==> config.mk <==
export PLATFORM = sky130hd
export DESIGN_NAME = pipeline_hazard_controller
export DESIGN_NICKNAME = d
export VERILOG_FILES = /design/src/rtl/pipeline_ctrl_pkg.sv /design/src/rtl/load_use_detect.sv /design/src/rtl/pipeline_hazard_controller.sv
export SDC_FILE = /design/constraint.sdc
export NUM_CORES = 1
export LEC_CHECK = 0
export ABC_AREA = 1
export BUFFER_PORTS_ARGS = -buffer_cell sky130_fd_sc_hd__buf_2
export CAP_MARGIN = 10
export CORE_UTILIZATION = 52
export DETAILED_ROUTE_END_ITERATION = 8
export PLACE_DENSITY = 0.8
export SETUP_SLACK_MARGIN = 0.3
export SYNTH_ARGS = -nofsm -noshare
export SYNTH_HDL_FRONTEND = slang
export SYNTH_SLANG_ARGS = --single-unit
==> constraint.sdc <==
create_clock -name clk -period 1.65 [get_ports clk]
set_clock_uncertainty 0.15 [all_clocks]
set_input_delay 0.0825 -clock clk [delete_from_list [all_inputs] [get_ports clk]]
set_output_delay 0.0825 -clock clk [all_outputs]
set_load 0.05 [all_outputs]
==> src/rtl/pipeline_ctrl_pkg.sv <==
// Shared definitions for the pipeline hazard controller: FSM encoding and
// the default memory-wait timeout.
package pipeline_ctrl_pkg;

  typedef enum logic [1:0] {
    RUN      = 2'b00,
    MEM_WAIT = 2'b01,
    HALT     = 2'b10
  } state_t;

  localparam int unsigned WAIT_LIMIT_DEFAULT = 15;

endpackage

==> src/rtl/load_use_detect.sv <==
// Load-use comparator: flags an ID instruction that reads the register a
// load in EX has not produced yet. Register 0 never creates a dependency.
module load_use_detect (
  input  logic [4:0] id_rs,
  input  logic [4:0] id_rt,
  input  logic       ex_mem_read,
  input  logic [4:0] ex_rt,
  output logic       hazard
);

  assign hazard = ex_mem_read && (ex_rt != 5'd0) &&
                  ((ex_rt == id_rs) || (ex_rt == id_rt));

endmodule

==> src/rtl/pipeline_hazard_controller.sv <==
// Stall/flush controller for a 5-stage pipeline: load-use stalls, branch
// flushes, data-memory wait freezes with a timeout that halts the pipeline.
module pipeline_hazard_controller
  import pipeline_ctrl_pkg::*;
#(
  parameter int unsigned WAIT_LIMIT = WAIT_LIMIT_DEFAULT
) (
  input  logic        clk,
  input  logic        reset,
  input  logic [4:0]  id_rs,
  input  logic [4:0]  id_rt,
  input  logic        ex_mem_read,
  input  logic [4:0]  ex_rt,
  input  logic        branch_taken,
  input  logic        mem_req,
  input  logic        mem_ready,
  output logic        pc_write,
  output logic        if_id_write,
  output logic        if_id_flush,
  output logic        id_ex_write,
  output logic        id_ex_bubble,
  output logic        ex_mem_write,
  output logic        mem_wb_bubble,
  output logic        mem_error,
  output logic [15:0] stall_cycles
);

  state_t     state;
  logic [3:0] wait_cnt;
  logic [4:0] wait_next;
  logic       lu;
  logic       ms;

  load_use_detect u_lu (
    .id_rs       (id_rs),
    .id_rt       (id_rt),
    .ex_mem_read (ex_mem_read),
    .ex_rt       (ex_rt),
    .hazard      (lu)
  );

  assign ms = (state != HALT) && mem_req && !mem_ready;

  // The widened increment keeps the compare correct even when WAIT_LIMIT
  // equals the 4-bit counter's wrap point.
  assign wait_next = {1'b0, wait_cnt} + 5'd1;

  always_comb begin
    pc_write      = 1'b1;
    if_id_write   = 1'b1;
    if_id_flush   = 1'b0;
    id_ex_write   = 1'b1;
    id_ex_bubble  = 1'b0;
    ex_mem_write  = 1'b1;
    mem_wb_bubble = 1'b0;
    if (state == HALT || ms) begin
      pc_write      = 1'b0;
      if_id_write   = 1'b0;
      id_ex_write   = 1'b0;
      ex_mem_write  = 1'b0;
      mem_wb_bubble = 1'b1;
    end else if (branch_taken) begin
      // The ID instruction is wrong-path, so a load-use match on it is moot.
      if_id_flush  = 1'b1;
      id_ex_bubble = 1'b1;
    end else if (lu) begin
      pc_write     = 1'b0;
      if_id_write  = 1'b0;
      id_ex_bubble = 1'b1;
    end
  end

  always_ff @(posedge clk or posedge reset) begin
    if (reset) begin
      state     <= RUN;
      wait_cnt  <= 4'd0;
      mem_error <= 1'b0;
    end else begin
      unique case (state)
        RUN: begin
          if (ms) begin
            state    <= MEM_WAIT;
            wait_cnt <= 4'd0;
          end
        end
        MEM_WAIT: begin
          if (!ms) begin
            state    <= RUN;
            wait_cnt <= 4'd0;
          end else if (wait_next == 5'(WAIT_LIMIT)) begin
            // RUN entry cycle plus WAIT_LIMIT wait cycles have now elapsed.
            state     <= HALT;
            wait_cnt  <= 4'd0;
            mem_error <= 1'b1;
          end else begin
            wait_cnt <= wait_next[3:0];
          end
        end
        HALT: begin
          state <= HALT;
        end
        default: begin
          state    <= RUN;
          wait_cnt <= 4'd0;
        end
      endcase
    end
  end

  always_ff @(posedge clk or posedge reset) begin
    if (reset) begin
      stall_cycles <= 16'd0;
    end else if (!pc_write && stall_cycles != 16'hFFFF) begin
      stall_cycles <= stall_cycles + 16'd1;
    end
  end

endmodule

==> Yosys cells after proc, flatten, opt, wreduce, memory -nomap -nowiden <==
Cells that the tools add are included.
Widths: inputs -> output; s select.
{ "word_totals": {"word_cells": 48, "n_memories": 0, "reg_bits": 23, "ram_bits": 0, "input_bits": 21, "latchBits": 0, "rom_bits": 0, "out_inout_bits": 24} }
{ "op_classes": {"mux": 18, "n_lt_le_gt_ge": 0, "div": 0, "bitwise": 1, "eq_ne": 9, "n_reduce_logical": 14, "mul": 0, "shifts": 0, "n_addsub": 2} }
{ "ops": {"columns": ["cell", "n"], "rows": [
  ["$add 16x1->16 const B", 1],
  ["$ne 16x16->1 const B", 1],
  ["$mux 4", 3],
  ["$pmux 4 s3", 1],
  ["$eq 5x5->1", 2],
  ["$mux 1", 10],
  ["$mux 2", 3],
  ["$pmux 2 s3", 1],
  ["$add 4x1->5 const B", 1],
  ["$eq 5x4->1 const B", 1],
  ["$logic_and 1x1->1", 5],
  ["$reduce_bool 5->1", 1],
  ["$ne 2x2->1 const B", 2],
  ["$reduce_and 2->1", 2],
  ["$ne 3x3->1 const B", 1],
  ["$reduce_and 3->1", 1],
  ["$eq 2x1->1 const B", 1],
  ["$eq 2x2->1 const B", 1],
  ["$logic_not 1->1", 2],
  ["$logic_not 2->1", 1],
  ["$logic_or 1x1->1", 2],
  ["$not 1->1", 1]
]} }

==> Logic depth before layout (Yosys ltp) <==
Gate-level depths: netlist of the first run.
{ "logic_depth": {"depth_word": 8, "mapped_depth": 12, "ltp_nobuf": 11} }

==> By module <==
From an unflattened synthesis of the first run, not the netlist that was laid out.
{ "hier_totals": {"cells_unflattened": 252, "hier_area_um2": 1649.1} }
{ "modules_own_cells": {"columns": ["mod", "instances", "area_per_inst_um2", "cells_per_inst", "seq_area_each_um2"], "rows": [
  ["pipeline_hazard_controller", 1, 1453.9, 207, 575.6],
  ["load_use_detect", 1, 195.2, 45, 0.0]
]} }

==> Worst setup path after synthesis of the first run <==
No wires, ideal clock.
{ "synth_path": {"kind": "flip-flop to output port", "startpoint": "reg state[0]", "endpoint": "out pc_write", "arrival_time_ns": 2.372, "t_required_ns": 1.417, "stages_incl_launch_ff": 10, "n_path_buf": 2, "setup_slack_ns": -0.954, "cell_sequence": "dfrtp_1 -> nor2_1 -> inv_1 -> nand2_1 -> nand2_1 -> inv_1 -> nand2_4 -> buf_6 -> inv_1 -> buf_4"} }
{ "synth_between": {"elab_chain_cells": 5, "elab_cells_between_ends": 6, "classes_between": "2 x eq/ne; 1 x mux; 3 x reduce/logical"} }
{ "synth_rtl": {"columns": ["element", "line", "text"], "rows": [
  ["from (decl)", "pipeline_hazard_controller.sv:28", "state_t state;"],
  ["from (signal assigned)", "pipeline_hazard_controller.sv:75", "state <= RUN;"],
  ["from (signal assigned)", "pipeline_hazard_controller.sv:82", "state <= MEM_WAIT;"],
  ["from (signal assigned)", "pipeline_hazard_controller.sv:88", "state <= RUN;"],
  ["$ne 2x2->1", "pipeline_hazard_controller.sv:42", "assign ms = (state != HALT) && mem_req && !mem_ready;"],
  ["$logic_and 1x1->1 (2 in series)", "pipeline_hazard_controller.sv:42", null],
  ["$logic_or 1x1->1 (*)", "pipeline_hazard_controller.sv:56", "if (state == HALT || ms) begin"],
  ["$mux 1 (*)", null, null],
  ["to (decl)", "pipeline_hazard_controller.sv:17", "output logic pc_write,"]
]} }
Every way passes the cells marked *; elsewhere a longest branch is shown, timed or not.

==> Worst setup path in the final report of the first run <==
{ "layout_path": {"startpoint": "reg state[0]", "endpoint": "out if_id_write"} }
{ "layout_between": {"elab_chain_cells": 5, "elab_cells_between_ends": 6, "classes_between": "2 x eq/ne; 1 x mux; 3 x reduce/logical"} }
{ "layout_rtl": {"columns": ["element", "line", "text"], "rows": [
  ["$ne 2x2->1", "pipeline_hazard_controller.sv:42", null],
  ["$logic_and 1x1->1 (2 in series)", "pipeline_hazard_controller.sv:42", null],
  ["$logic_or 1x1->1 (*)", "pipeline_hazard_controller.sv:56", null],
  ["$mux 1 (*)", "pipeline_hazard_controller.sv:56", null],
  ["to (decl)", "pipeline_hazard_controller.sv:18", "output logic if_id_write,"]
]} }
Marks and branches as above.

==> reports/qor.yml, run 1 <==
global_routing:
  grtUsageTotal: 0.245
  antenna_found_initial: 0
  grt_pass1_vias: 1540
  grt_max_degree: 24
  grt_pass1_wl_um: 6290
  grt_overflow: 0
cts:
  insertion_delay_ns: 0.31
  clock_path_buffers: 2
  numCtsBuffers: 3
  cts-root-buf: "clkbuf_4"
  clkTransAtPathRegs_ns: 0.12
  htree_num_levels: 1
  cts_sinks: 23
  cts_tree: "yes"
setup_path:
  critical_path_arrival_ns: 1.60
  reg2regPathDepth: 12
  cp.required_ns: 1.42
  path_class: "reg2out"
  cpMostUsedCell: "clkinvlp_4"
  path_max_fanout: 4
  crit_slowest_cell: "dfrtp_1"
  cp_cell_sequence: "nor2_2 -> inv_2 -> buf_12 -> nand2_8 -> clkinvlp_4 -> nand2_4 -> clkinvlp_4 -> buf_8"
  r2r_slack_ns: -0.12
  cp-start-kind: "flop"
  path_delay_family: "buffers and inverters"
  r2r-start: "state[0]$_DFFE_PP0P_"
  slowest_delay_ns: 0.42
  endpoint_kind: "output pin"
  reg2reg_to: "stall_cycles[9]$_DFFE_PP0P_"
  worst-path-buf-inv: 5
hold_path:
  min-delay-start: "mem_ready"
  hold_end: "state[1]$_DFFE_PP0P_"
  min_path_cells: 6
  hp-class: "in2reg"
placement:
  dp_hpwl_um: 2580
  post-place-ws_ns: -0.00242
  io_buffers: 44
  dpl.cell_count: 320
  place.gp.congestion: 0.791
die:
  die_y_um: 56.8
  die_area_um2: 3230
  coreArea_um2: 2810
  rows: 19
  boundaryPins: 45
  start_util: 0.558
  die_w_um: 56.8
pwr:
  p_sw_frac: 0.246
  pwr-share-comb: 0.098
  power.share.clock: 0.288
  p_leak_uw: 0.00127
  powerDensity_nw_per_um2: 399
  p_sw_uw: 226
  vdd_ir_drop_max_v: 0.000249
  seqPwrFrac: 0.614
  intPower_uw: 691
synthesis:
  yosysUniqueCellTypes: 21
  syn-cell-area_um2: 1560
  ys_seq_area_frac: 0.368
  ys_ff_latch: 23
  syn_nets: 263
  syn_area_per_cell_um2: 6.54
  syn_inst: 239
  yosys_warnings: 0
timing:
  finalSetupViolCount: 20
  setup_ws_ns: -0.183
  slew_violations: 0
  hold_viol_final: 0
  min_period_ns: 1.83
  fin_setup_tns_ns: -1.79
  maxSlewHeadroom: 0.687
  layout_worst_path_cycle_share: 1.11
  max_freq_mhz: 545
  rsz0062_at_grt: "yes"
  worst_slew_pin_slew_ns: 0.470
run:
  maxCapViolCount: 0
routing:
  antenna_left: 0
  wire_per_inst_um: 11.9
  drt-pass1-iter-count: 6
  drt_iter0_markers: 91
  vias: 1729
  wirelength_um: 4060
  drc: 4
  routed_via_density: 5.06
cells_and_area:
  layout-drive-gt1-share: 0.395
  syn_to_final_growth_pct: 47.1
  fill_cells: 190
  layout.cells.non_filler: 342
  nets: 336
  diodes: 0
outcome:
  outcome: "finished, violations left"
  violations: "DRC, setup timing"
-- logic make-up (layout without fill, tap and decap cells) --
kind of cell,Yosys count,count (layout),share of synthesized area
XOR/XNOR,8,8,0.0448
adder cells (fa/ha/maj),3,3,0.0240
AND/OR/NAND/NOR,149,149,0.405
AO/OA/AOI/OAI,8,8,0.0288
buffers and inverters,48,120,0.130
flip-flops,23,23,0.368
-- state kept, by name, indices dropped and copies added (netlist names) --
name,count
state,2
mem_error,1
wait_cnt,4
stall_cycles,16
-- metal layers --
layer | up-vias | routed length, um | track usage
li1 | 869 | - | -
met1 | 809 | 1760 | 0.310
met5 | - | 0 | 0
met3 | 4 | 144 | 0.0369
met2 | 47 | 2110 | 0.437
met4 | 0 | 40 | 0.0592
-- power by group through the flow --
stage | combinational (uW) | sequential, uW | clock, uW
2_1_floorplan | 45.7 | 574 | 0
3_3_place_gp | 83.4 | 574 | 0
3_5_place_dp | 85.1 | 574 | 0
4_1_cts | 88.3 | 564 | 264
5_1_grt | 105 | 564 | 293
6_report | 90.1 | 563 | 264
-- stage by stage --
| stage | hold WS [ns] | utilization | cell area [um2] | total power [uW] |
|---|---|---|---|---|
| after global placement | -0.0136 | 0.694 | 1950 | 658 |
| after detailed placement | -0.0149 | 0.694 | 1950 | 659 |
| after CTS | 0.0743 | 0.785 | 2200 | 916 |
| after floorplan | -0.0661 | - | 1660 | 620 |
| after global routing | 0.138 | 0.820 | 2300 | 961 |
| final | 0.104 | 0.820 | 2300 | 918 |
-- cell usage after synthesis, drive strengths merged --
| cell type | count | share of area |
|---|---|---|
| nand2 | 93 | 0.23 |
| inv | 44 | 0.11 |
| ha | 3 | 0.024 |
| o21ai | 4 | 0.013 |
| nor4 | 1 | 0.0040 |
| xor2 | 5 | 0.028 |
| nor2 | 23 | 0.057 |
| buf | 4 | 0.024 |
| dfrtp | 23 | 0.37 |
| nand3 | 27 | 0.098 |
| nor3 | 2 | 0.0064 |
| a21oi | 2 | 0.0064 |
| xnor2 | 3 | 0.017 |
| nand4 | 3 | 0.012 |
| o31ai | 2 | 0.0096 |
-- worst min-delay path, stage by stage --
cell     delay [ns]
buf_2          0.07
nor2_1         0.08
nand3_1        0.08
inv_1          0.07
nand3_2        0.10
nand2_1        0.05
-- placed cells by master (no fill, tap or decap), types with 3 or more instances in the layout --
cell      synthesis  layout
inv_1            41      35
nor2_4            0       3
buf_8             0       5
xor2_1            5       4
nand3_1          25      19
nand4_1           3       3
nor2_2            1       5
dfrtp_1          23      15
buf_6             2       8
nand2_1          92      86
clkbuf_4          0       5
nand3_2           1       7
inv_2             3       7
nor2_1           22      15
buf_2             0      34
dfrtp_2           0       8
buf_4             2      21
nand2_4           1       4
-- timing repair --
action | in CTS | in global routing
pin swaps | 7 | 14
endpoints found under the hold margin | 23 | 0
endpoints found under the setup margin | 29 | 34
setup buffers | 12 | 5
hold buffers | 1 | 0
gates resized for setup | 39 | 18
-- cell type report --
class                   count  area [um2]  area share
clock buffers               3        22.5     0.00979
multi-input cells         168         938       0.408
flip-flops and latches     23         586       0.254
repair buffers             72         538       0.234
clock inverters             1        5.00     0.00218
inverters                  44         173      0.0750
well taps                  31        38.8      0.0169
-- worst max path at each step --
stage                                      from                           end  cells after the start
finish                     state[0]$_DFFE_PP0P_                   if_id_write                      8
global placement    stall_cycles[0]$_DFFE_PP0P_  stall_cycles[14]$_DFFE_PP0P_                     10
CTS                        state[1]$_DFFE_PP0P_                   if_id_write                      9
global route               state[0]$_DFFE_PP0P_                   if_id_write                      8
floorplan                  state[1]$_DFFE_PP0P_                      pc_write                     10
detailed placement         state[1]$_DFFE_PP0P_   stall_cycles[5]$_DFFE_PP0P_                     11
No activity file was read; power rests on OpenSTA's default activity.
==> run 2, diff against run 1 <==
- RECOVER_POWER: unset -> 100
==> run 2 against run 1 <==
  * The flow still finishes with violations (DRC, setup timing)
  * Hold slack got worse by 0.0014 ns
  * Fmax up 0.21%
  * Core utilization down 1.2 points
  * Largest power group unchanged
  * Die area stayed put
  * Total power decreased by 0.25%
  * Critical path depth unchanged
==> reports/qor.yml, run 2 (same netlist as run 1, synthesis figures left out) <==
routing:
  drt_iter0_markers: 94  # +3.3%
  antenna_left: 0  # unchanged
  drc: 4  # unchanged
  drt-pass1-iter-count: 6  # unchanged
  wirelength_um: 4050  # -0.20%
  routed_via_density: 5.03  # -0.52%
  vias: 1720  # -0.52%
  wire_per_inst_um: 11.8  # -0.20%
pwr:
  vdd_ir_drop_max_v: 0.000247  # -0.58%
  pwr-share-comb: 0.098  # about the same
  p_leak_uw: 0.00122  # -3.6%
  power.share.clock: 0.287  # about the same
  seqPwrFrac: 0.616  # +0.002
  p_sw_frac: 0.245  # -0.00102
  p_sw_uw: 225  # -0.67%
  powerDensity_nw_per_um2: 404  # +1.3%
  intPower_uw: 691  # -0.12%
placement:
  dp_hpwl_um: 2580  # unchanged
  place.gp.congestion: 0.791  # unchanged
  io_buffers: 44  # unchanged
  dpl_cell_area_um2: 1950  # unchanged
setup_path:
  path_max_fanout: 4  # unchanged
  path_class: "reg2out"
  critical_path_arrival_ns: 1.60  # about the same
  crit_slowest_cell: "dfrtp_1"
  endpoint_kind: "output pin"
  path_delay_family: "buffers and inverters"
  cp-start-kind: "flop"
  cp_cell_sequence: "nor2_2 -> inv_2 -> buf_12 -> nand2_8 -> clkinvlp_4 -> nand2_4 -> clkinvlp_4 -> buf_8"
  slowest_delay_ns: 0.42  # about the same
  cp.required_ns: 1.42  # about the same
  r2r_slack_ns: -0.12  # about the same
  worst-path-buf-inv: 5  # unchanged
  cpMostUsedCell: "clkinvlp_4"
cts:
  clock_path_buffers: 2  # unchanged
  insertion_delay_ns: 0.31  # about the same
  clkTransAtPathRegs_ns: 0.12  # about the same
  cts_sinks: 23  # unchanged
  cts_tree: "yes"
  numCtsBuffers: 3  # unchanged
  cts-root-buf: "clkbuf_4"
  htree_num_levels: 1  # unchanged
die:
  boundaryPins: 45  # unchanged
  rows: 19  # unchanged
  start_util: 0.558  # unchanged
  coreArea_um2: 2810  # unchanged
  die_w_um: 56.8  # unchanged
  die_y_um: 56.8  # unchanged
  die_area_um2: 3230  # unchanged
cells_and_area:
  final_util: 0.808  # -0.0125
  final_common_cell: "nand2_1"
  nets: 336  # unchanged
  final_area_um2: 2270  # -1.5%
  regMostFlops: "stall_cycles"
  largest_registers: "stall_cycles x16, wait_cnt x4, state x2"
  largest_reg_flops: 16  # unchanged
  layout_common_cells: "nand2_1, inv_1, buf_2"
  syn_to_final_growth_pct: 44.9
  layout-drive-gt1-share: 0.344  # -0.0514
  fill_cells: 203  # +6.8%
  diodes: 0  # unchanged
timing:
  hold_viol_final: 0  # unchanged
  layout_worst_path_cycle_share: 1.11  # -0.00236
  slew_violations: 0  # unchanged
  max_freq_mhz: 547  # +0.21%
  rsz0062_at_grt: "yes"
  worst_slew_pin_slew_ns: 0.601  # +0.131 ns
  setup_ws_ns: -0.179  # +0.00389 ns
  finalSetupViolCount: 20  # unchanged
  min_period_ns: 1.83  # -0.00389 ns
  timing.hold.ws_ns: 0.102  # -0.00137 ns
  maxSlewHeadroom: 0.601  # -0.0857
global_routing:
  grt_overflow: 0  # unchanged
  grtUsageTotal: 0.245  # unchanged
  antenna_found_initial: 0  # unchanged
  grt_pass1_wl_um: 6290  # unchanged
  grt_max_degree: 24  # unchanged
  grt_pass1_vias: 1540  # unchanged
hold_path:
  hp-class: "in2reg"
outcome:
  outcome: "finished, violations left"
  violations: "DRC, setup timing"
run:
  maxCapViolCount: 0  # unchanged
run 2: changes by cell type in the layout (fill, tap and decap cells not counted), sizes merged:
| cell | delta |
|---|---|
| buf | -16 |
| clkbuf | +16 |
run 2: power groups by stage:
stage	Combinational, uW	Sequential (uW)	Clock, uW
after CTS	88.3	564	264
after floorplan	45.7	574	0
final	89.2	564	262
after detailed placement	85.1	574	0
after global placement	83.4	574	0
after global routing	104	564	293
run 2: cell type report:
cell class / instances / area [um2] / area share
timing repair buffer: 72 / 512 / 0.226
inverter: 44 / 173 / 0.0762
clock inverter: 1 / 5.00 / 0.00221
multi-input combinational: 168 / 930 / 0.410
sequential: 23 / 586 / 0.258
clock buffer: 3 / 22.5 / 0.00994
tap: 31 / 38.8 / 0.0171
run 2: layer usage:
metal	part of all wire	wire, um	vias up	track usage
li1	-	-	868	-
met1	0.42	1710	800	0.310
met2	0.52	2090	46	0.437
met3	0.048	195	6	0.0369
met4	0.014	57	0	0.0592
met5	0	0	-	0
run 2: worst min-delay path, cell delays in order:
cell and delay (ns):
buf_2 0.07, nor2_1 0.08, nand3_1 0.08, inv_1 0.07, nand3_2 0.10, nand2_1 0.05
run 2: stage by stage:
step / power (uW) / setup slack (ns) / TNS [ns] / cells
4_1_cts: 916 / -0.165 / -1.23 / 337
2_1_floorplan: 620 / -0.529 / -3.45 / 239
3_3_place_gp: 658 / 0.0165 / 0 / 320
5_1_grt: 960 / -0.264 / -3.58 / 342
6_report: 915 / -0.179 / -1.71 / 342
3_5_place_dp: 659 / -0.00242 / -0.00242 / 320
run 2: repair_timing:
item / 4_1_cts / 5_1_grt
setup buffers: 12 / 5
hold buffers: 1 / 0
setup endpoints to repair: 29 / 34
pin swaps: 7 / 14
hold endpoints to repair: 23 / 0
resized for setup: 39 / 18
run 2: path summary, 6_finish.rpt:
| kind | cells after the start | endpoint | startpoint |
|---|---|---|---|
| setup reg to reg | 12 | stall_cycles[9]$_DFFE_PP0P_ | state[0]$_DFFE_PP0P_ |
| hold / removal | 6 | state[1]$_DFFE_PP0P_ | mem_ready |
| hold reg to reg | 2 | mem_error$_DFFE_PP0P_ | mem_error$_DFFE_PP0P_ |
| min in group asynchronous | 4 | stall_cycles[13]$_DFFE_PP0P_ | reset |
| max in group asynchronous | 4 | stall_cycles[1]$_DFFE_PP0P_ | reset |
| setup / recovery | 8 | if_id_write | state[0]$_DFFE_PP0P_ |
